File: config.mk
export PLATFORM = sky130hd
export DESIGN_NAME = i2s_adc_receiver
export DESIGN_NICKNAME = d
export VERILOG_FILES = /design/src/rtl/i2s_adc_receiver.sv
export SDC_FILE = /design/constraint.sdc
export NUM_CORES = 1
export LEC_CHECK = 0
export ABC_AREA = 0
export CAP_MARGIN = 20
export CORE_MARGIN = 2
export CORE_UTILIZATION = 50
export DETAILED_ROUTE_END_ITERATION = 7
export PLACE_DENSITY = 0.81
export RECOVER_POWER = 50
export SYNTH_ARGS = -nofsm -noshare
export SYNTH_HDL_FRONTEND = slang
export SYNTH_SLANG_ARGS = --single-unit
export TNS_END_PERCENT = 10
File: constraint.sdc
create_clock -name CLK -period 3 [get_ports CLK]
set_input_delay 0.45 -clock CLK [delete_from_list [all_inputs] [get_ports CLK]]
set_output_delay 0.45 -clock CLK [all_outputs]
set_load 0.005 [all_outputs]
File: src/rtl/i2s_adc_receiver.sv
// Slave-mode I2S capture for the WM8731 ADC path: synchronises BCLK/ADCLRC/ADCDAT into CLK,
// decodes left/right sample pairs and hands them out over a valid/ready handshake.
module i2s_adc_receiver #(
    parameter int DATA_WIDTH = 24
) (
    input  logic                  CLK,
    input  logic                  RST,
    input  logic                  BCLK,
    input  logic                  ADCLRC,
    input  logic                  ADCDAT,
    input  logic                  ENABLE,
    input  logic                  FLAG_CLR,
    output logic [DATA_WIDTH-1:0] LEFT_DATA,
    output logic [DATA_WIDTH-1:0] RIGHT_DATA,
    output logic                  DATA_VALID,
    input  logic                  DATA_READY,
    output logic                  OVERFLOW,
    output logic                  FRAME_ERR
);

    typedef enum logic [1:0] {
        S_IDLE,
        S_SYNC,
        S_LEFT,
        S_RIGHT
    } state_t;

    localparam logic [5:0] WIDTH_CNT = 6'(DATA_WIDTH);

    state_t state;
    state_t next_state;

    logic bclk_meta;
    logic bclk_sync;
    logic bclk_prev;
    logic lrc_meta;
    logic lrc_s;
    logic lrc_prev;
    logic dat_meta;
    logic dat_s;

    logic bclk_rise;
    logic boundary;

    logic [5:0]            cnt;
    logic [DATA_WIDTH-1:0] shift;
    logic [DATA_WIDTH-1:0] shift_next;
    logic [DATA_WIDTH-1:0] left_hold;
    logic [DATA_WIDTH-1:0] right_hold;
    logic                  pair_done;

    logic frame_err_set;
    logic latch_left;
    logic pair_cap;
    logic overflow_set;

    always_comb begin
        bclk_rise  = bclk_sync & ~bclk_prev;
        boundary   = bclk_rise & (lrc_s ^ lrc_prev);
        shift_next = DATA_WIDTH'({shift, dat_s});
    end

    always_ff @(posedge CLK) begin
        if (RST) begin
            state <= S_IDLE;
        end else begin
            state <= next_state;
        end
    end

    always_comb begin
        next_state    = state;
        frame_err_set = 1'b0;
        latch_left    = 1'b0;
        pair_cap      = 1'b0;
        if (!ENABLE) begin
            next_state = S_IDLE;
        end else begin
            case (state)
                S_IDLE: next_state = S_SYNC;
                S_SYNC: begin
                    if (boundary && !lrc_s) begin
                        next_state = S_LEFT;
                    end
                end
                S_LEFT: begin
                    if (boundary) begin
                        if (cnt == WIDTH_CNT) begin
                            latch_left = 1'b1;
                            next_state = S_RIGHT;
                        end else begin
                            frame_err_set = 1'b1;
                            next_state    = S_SYNC;
                        end
                    end
                end
                S_RIGHT: begin
                    if (boundary) begin
                        if (cnt == WIDTH_CNT) begin
                            next_state = S_LEFT;
                        end else begin
                            frame_err_set = 1'b1;
                            next_state    = S_SYNC;
                        end
                    end else if (bclk_rise && cnt == WIDTH_CNT - 6'd1) begin
                        pair_cap = 1'b1;
                    end
                end
                default: next_state = S_IDLE;
            endcase
        end
    end

    // Shifter, counter and the pair-complete pulse; the pulse adds one cycle so the
    // output stage sees a stable registered pair.
    always_ff @(posedge CLK) begin
        if (RST) begin
            bclk_meta  <= 1'b0;
            bclk_sync  <= 1'b0;
            bclk_prev  <= 1'b0;
            lrc_meta   <= 1'b0;
            lrc_s      <= 1'b0;
            lrc_prev   <= 1'b0;
            dat_meta   <= 1'b0;
            dat_s      <= 1'b0;
            cnt        <= '0;
            shift      <= '0;
            left_hold  <= '0;
            right_hold <= '0;
            pair_done  <= 1'b0;
        end else begin
            bclk_meta <= BCLK;
            bclk_sync <= bclk_meta;
            bclk_prev <= bclk_sync;
            lrc_meta  <= ADCLRC;
            lrc_s     <= lrc_meta;
            dat_meta  <= ADCDAT;
            dat_s     <= dat_meta;
            if (bclk_rise) begin
                lrc_prev <= lrc_s;
            end
            if (!ENABLE || state == S_IDLE) begin
                cnt   <= '0;
                shift <= '0;
            end else if (bclk_rise) begin
                if (boundary) begin
                    cnt <= '0;
                end else if (cnt < WIDTH_CNT) begin
                    shift <= shift_next;
                    cnt   <= cnt + 6'd1;
                end
            end
            if (latch_left) begin
                left_hold <= shift;
            end
            if (pair_cap) begin
                right_hold <= shift_next;
            end
            pair_done <= pair_cap;
        end
    end

    assign overflow_set = pair_done & DATA_VALID & ~DATA_READY;

    always_ff @(posedge CLK) begin
        if (RST) begin
            LEFT_DATA  <= '0;
            RIGHT_DATA <= '0;
            DATA_VALID <= 1'b0;
            OVERFLOW   <= 1'b0;
            FRAME_ERR  <= 1'b0;
        end else begin
            if (pair_done) begin
                if (!DATA_VALID || DATA_READY) begin
                    LEFT_DATA  <= left_hold;
                    RIGHT_DATA <= right_hold;
                    DATA_VALID <= 1'b1;
                end
            end else if (DATA_VALID && DATA_READY) begin
                DATA_VALID <= 1'b0;
            end
            // A same-cycle set wins over FLAG_CLR.
            if (overflow_set) begin
                OVERFLOW <= 1'b1;
            end else if (FLAG_CLR) begin
                OVERFLOW <= 1'b0;
            end
            if (frame_err_set) begin
                FRAME_ERR <= 1'b1;
            end else if (FLAG_CLR) begin
                FRAME_ERR <= 1'b0;
            end
        end
    end

endmodule

==> summary.md <==
| Metric | Value |
|---|---|
| Skew-Pair Late Insertion Delay | `520 ps` |
| Vias in the first global route | `4163` |
| PostCTS Resize Cnt | `0` |
| Vias | `4091` |
| Worst slew pin tran | `1220 ps` |
| Diode count | `0` |
| Cell Count, Final, Fillers Out | `779` |
| Fillers | `852` |
| Initial antenna violation count | `0` |
| Post-synth ARST share | `0%` |
| Critical path origin | `RST` |
| Final Setup Violations | `0` |
| Die X | `105 um` |
| P&R area growth vs syn | `23.7%` |
| Slew headroom | `18.4%` |
| Placed cell count | `748` |
| Lkg Pwr | `2.12 nW` |
| CTS H-tree depth | `4` |
| Maximum VDD drop | `0.317 mV` |
| Clock tree buffer depth | `2` |
| Status | `finished, final reports clean` |
| 1st-iter DRT viols | `182` |
| CTS tree | `done` |
| Port-buffer cells | `58` |
| Routed len/inst | `13.6 um` |
| FF-to-FF End | `shift[9]` |
| Worst setup path endpoint | `right_hold[7]` |
| Die Area | `0.0110 mm^2` |
| Mapped Area | `0.00509 mm^2` |
| Final hold slack | `449 ps` |
| Final worst-path cycle share | `70.3%` |
| Largest net degree at the start of global routing | `57` |
| RR Startpoint | `cnt[5]` |
| #FFs+latches synth | `140` |
| Layout Skew | `4.96 ps` |
| Hold crit path type | `flop to flop` |
| Post-Syn Instances | `591` |
| Hold depth | `2` |
| Share of cells above drive strength 1 | `7.43%` |
| R2r worst-path depth | `4` |
| Critical Path AT | `2460 ps` |
| Vias per cell | `5.25` |
| RSZ-0062 raised after global routing | `no` |
| Rows | `36` |
| # Max-Cap Violations | `0` |
| Setup Total Neg Slack | `0 ps` |
| Fin. max-slew vios | `0` |
| First-pass GRT wire length | `18.1 mm` |
| Req. time, crit path | `3350 ps` |
| Post-DP HPWL | `7.06 mm` |
| Core ar. | `0.00982 mm^2` |
| Starting density of the core | `51.9%` |
| Nets@finish | `644` |
| Pwr Density | `653 mW/mm^2` |
| Die H | `105 um` |
| Post-route ant nets | `0` |
| Dpl cell area | `0.00569 mm^2` |
| EDFF count, synth | `0` |
| Number of detailed-route iterations in the first pass | `4` |
| GRT Util Overall | `20.3%` |
| Number of buffers created by CTS | `17` |
| Yosys cell types | `37` |
| Clock-pin slew on the worst setup and hold paths | `60 ps` |
| Boundary Pins | `59` |
| Crit. End Element | `flop` |
| Total congestion overflow | `0` |
| Syn avg cell area | `8.62 um^2` |
| Fmax | `474 MHz` |
| Global placer's final weighted congestion | `0.783` |
| # DRC | `0` |
| Hold buffer count at CTS | `0` |
| CTS root buffer | `clkbuf_8` |
| Crit Path Class | `input pin to flop` |
| Post-CTS Setup Repair Bufs | `0` |
| Synth Warn # | `0` |
| Design Area, Final | `0.00630 mm^2` |
| Hold Violations, Final | `0` |
| R2R Setup Slk | `990 ps` |
| Max FO, Critical Path | `56` |
| CP Launch Type | `input pin` |
| Ys flop type | `dfxtp_1` |
| Routed WL | `10.6 mm` |
| Post-Syn Nets | `601` |
| Clk sinks | `140` |
| Sequential-to-total area share from yosys stat | `55.0%` |
| Final min period | `2110 ps` |
## cells in the final DEF (no fill, tap or decap), types with 2 or more instances in the layout
cell	Yosys	final
ha_1	2	2
clkbuf_16	0	16
or3_1	2	2
nor2_1	31	31
o21ai_0	7	7
buf_4	1	5
nand2b_1	3	3
mux2i_1	25	25
clkbuf_1	21	2
a21oi_1	103	103
a22oi_1	2	2
o21ai_1	17	17
dlygate4sd3_1	0	27
clkinv_2	0	5
o21ai_2	4	4
nand2_1	152	152
inv_1	4	4
bufinv_16	0	5
nor3b_1	1	2
clkinvlp_4	0	3
clkbuf_2	2	2
clkdlybuf4s50_1	0	30
nand3_1	26	26
and3_1	3	3
dfxtp_1	140	140
nor2b_1	13	12
clkbuf_8	0	2
## cell type report
cell class / count / area (um^2) / share of cell area, %
clock buffer: 18 / 428 / 6.79
clock inverter: 13 / 198 / 3.14
inverter: 4 / 15.0 / 0.238
multi-input combinational: 405 / 2070 / 32.8
sequential: 140 / 2800 / 44.5
tap: 133 / 166 / 2.64
timing repair buffer: 66 / 626 / 9.93
## per-layer routing
metal | vias to the layer above | global-route usage (%) | share of wire (%) | wire length (um)
li1 | 2060 | - | - | -
met1 | 1940 | 20.4 | 40 | 4270
met2 | 73 | 38.4 | 54 | 5720
met3 | 18 | 5.93 | 3.7 | 395
met4 | 0 | 8.86 | 1.7 | 182
met5 | - | 0 | 0 | 0
## synthesized netlist by cell type (all sizes together) (2+ instances only)
| cell type | n | area [um^2] |
|---|---|---|
| nand4b | 2 | 32.5 |
| a22oi | 2 | 15.0 |
| buf | 19 | 118 |
| o21ai | 28 | 155 |
| a21oi | 103 | 515 |
| nand3 | 26 | 130 |
| nor2 | 32 | 123 |
| nand2b | 3 | 18.8 |
| clkbuf | 23 | 88.8 |
| ha | 2 | 25.0 |
| nand2 | 152 | 571 |
| nor2b | 13 | 81.3 |
| or3 | 3 | 20.0 |
| dfxtp | 140 | 2800 |
| and3 | 3 | 18.8 |
| nor3b | 2 | 20.0 |
| mux2i | 25 | 250 |
| inv | 4 | 15.0 |
## power by group
| part | switching (mW) | internal, mW |
|---|---|---|
| Clock | 0.749 | 1.44 |
| Combinational | 0.0426 | 0.0155 |
| Sequential | 0.00437 | 1.86 |
| Total | 0.796 | 3.32 |
## worst min path at each step
stage                      start             to  slack, ps
floorplan              bclk_meta      bclk_sync        410
global placement       bclk_meta      bclk_sync        420
detailed placement      lrc_meta          lrc_s        430
CTS                          RST  left_hold[14]        410
global route            lrc_meta          lrc_s        460
finish              LEFT_DATA[7]   LEFT_DATA[7]        450
## cell families after synthesis
family                     after synthesis  synth area share [%]
muxes                                   25                  4.91
and+or+nand+nor                        240                  20.9
buffers and inverters                   46                  4.35
adders and majority gates                2                 0.491
xor gates and xnor gates                 2                 0.344
AOI/OAI and AO/OA                      136                  14.0
DFF                                    140                  55.0
## worst max-delay path, stage by stage
cell and delay, ps:
clkbuf_1 870, clkbuf_2 950, nor2_1 160
## sequential cells by signal, summed over array words and instances, names as in the netlist, 2 cells and up
signal,flops
cnt,6
right_hold,24
state,2
left_hold,24
shift,24
RIGHT_DATA,24
LEFT_DATA,24
## through the flow
step | setup WS (ps) | power [mW] | util [%]
2_1_floorplan | 1310 | 1.95 | -
3_3_place_gp | 901 | 1.97 | 58.0
3_5_place_dp | 840 | 1.97 | 58.0
4_1_cts | 1070 | 4.14 | 64.3
5_1_grt | 703 | 4.23 | 64.2
6_report | 891 | 4.12 | 64.2
Power figures use the tool's default switching activity.
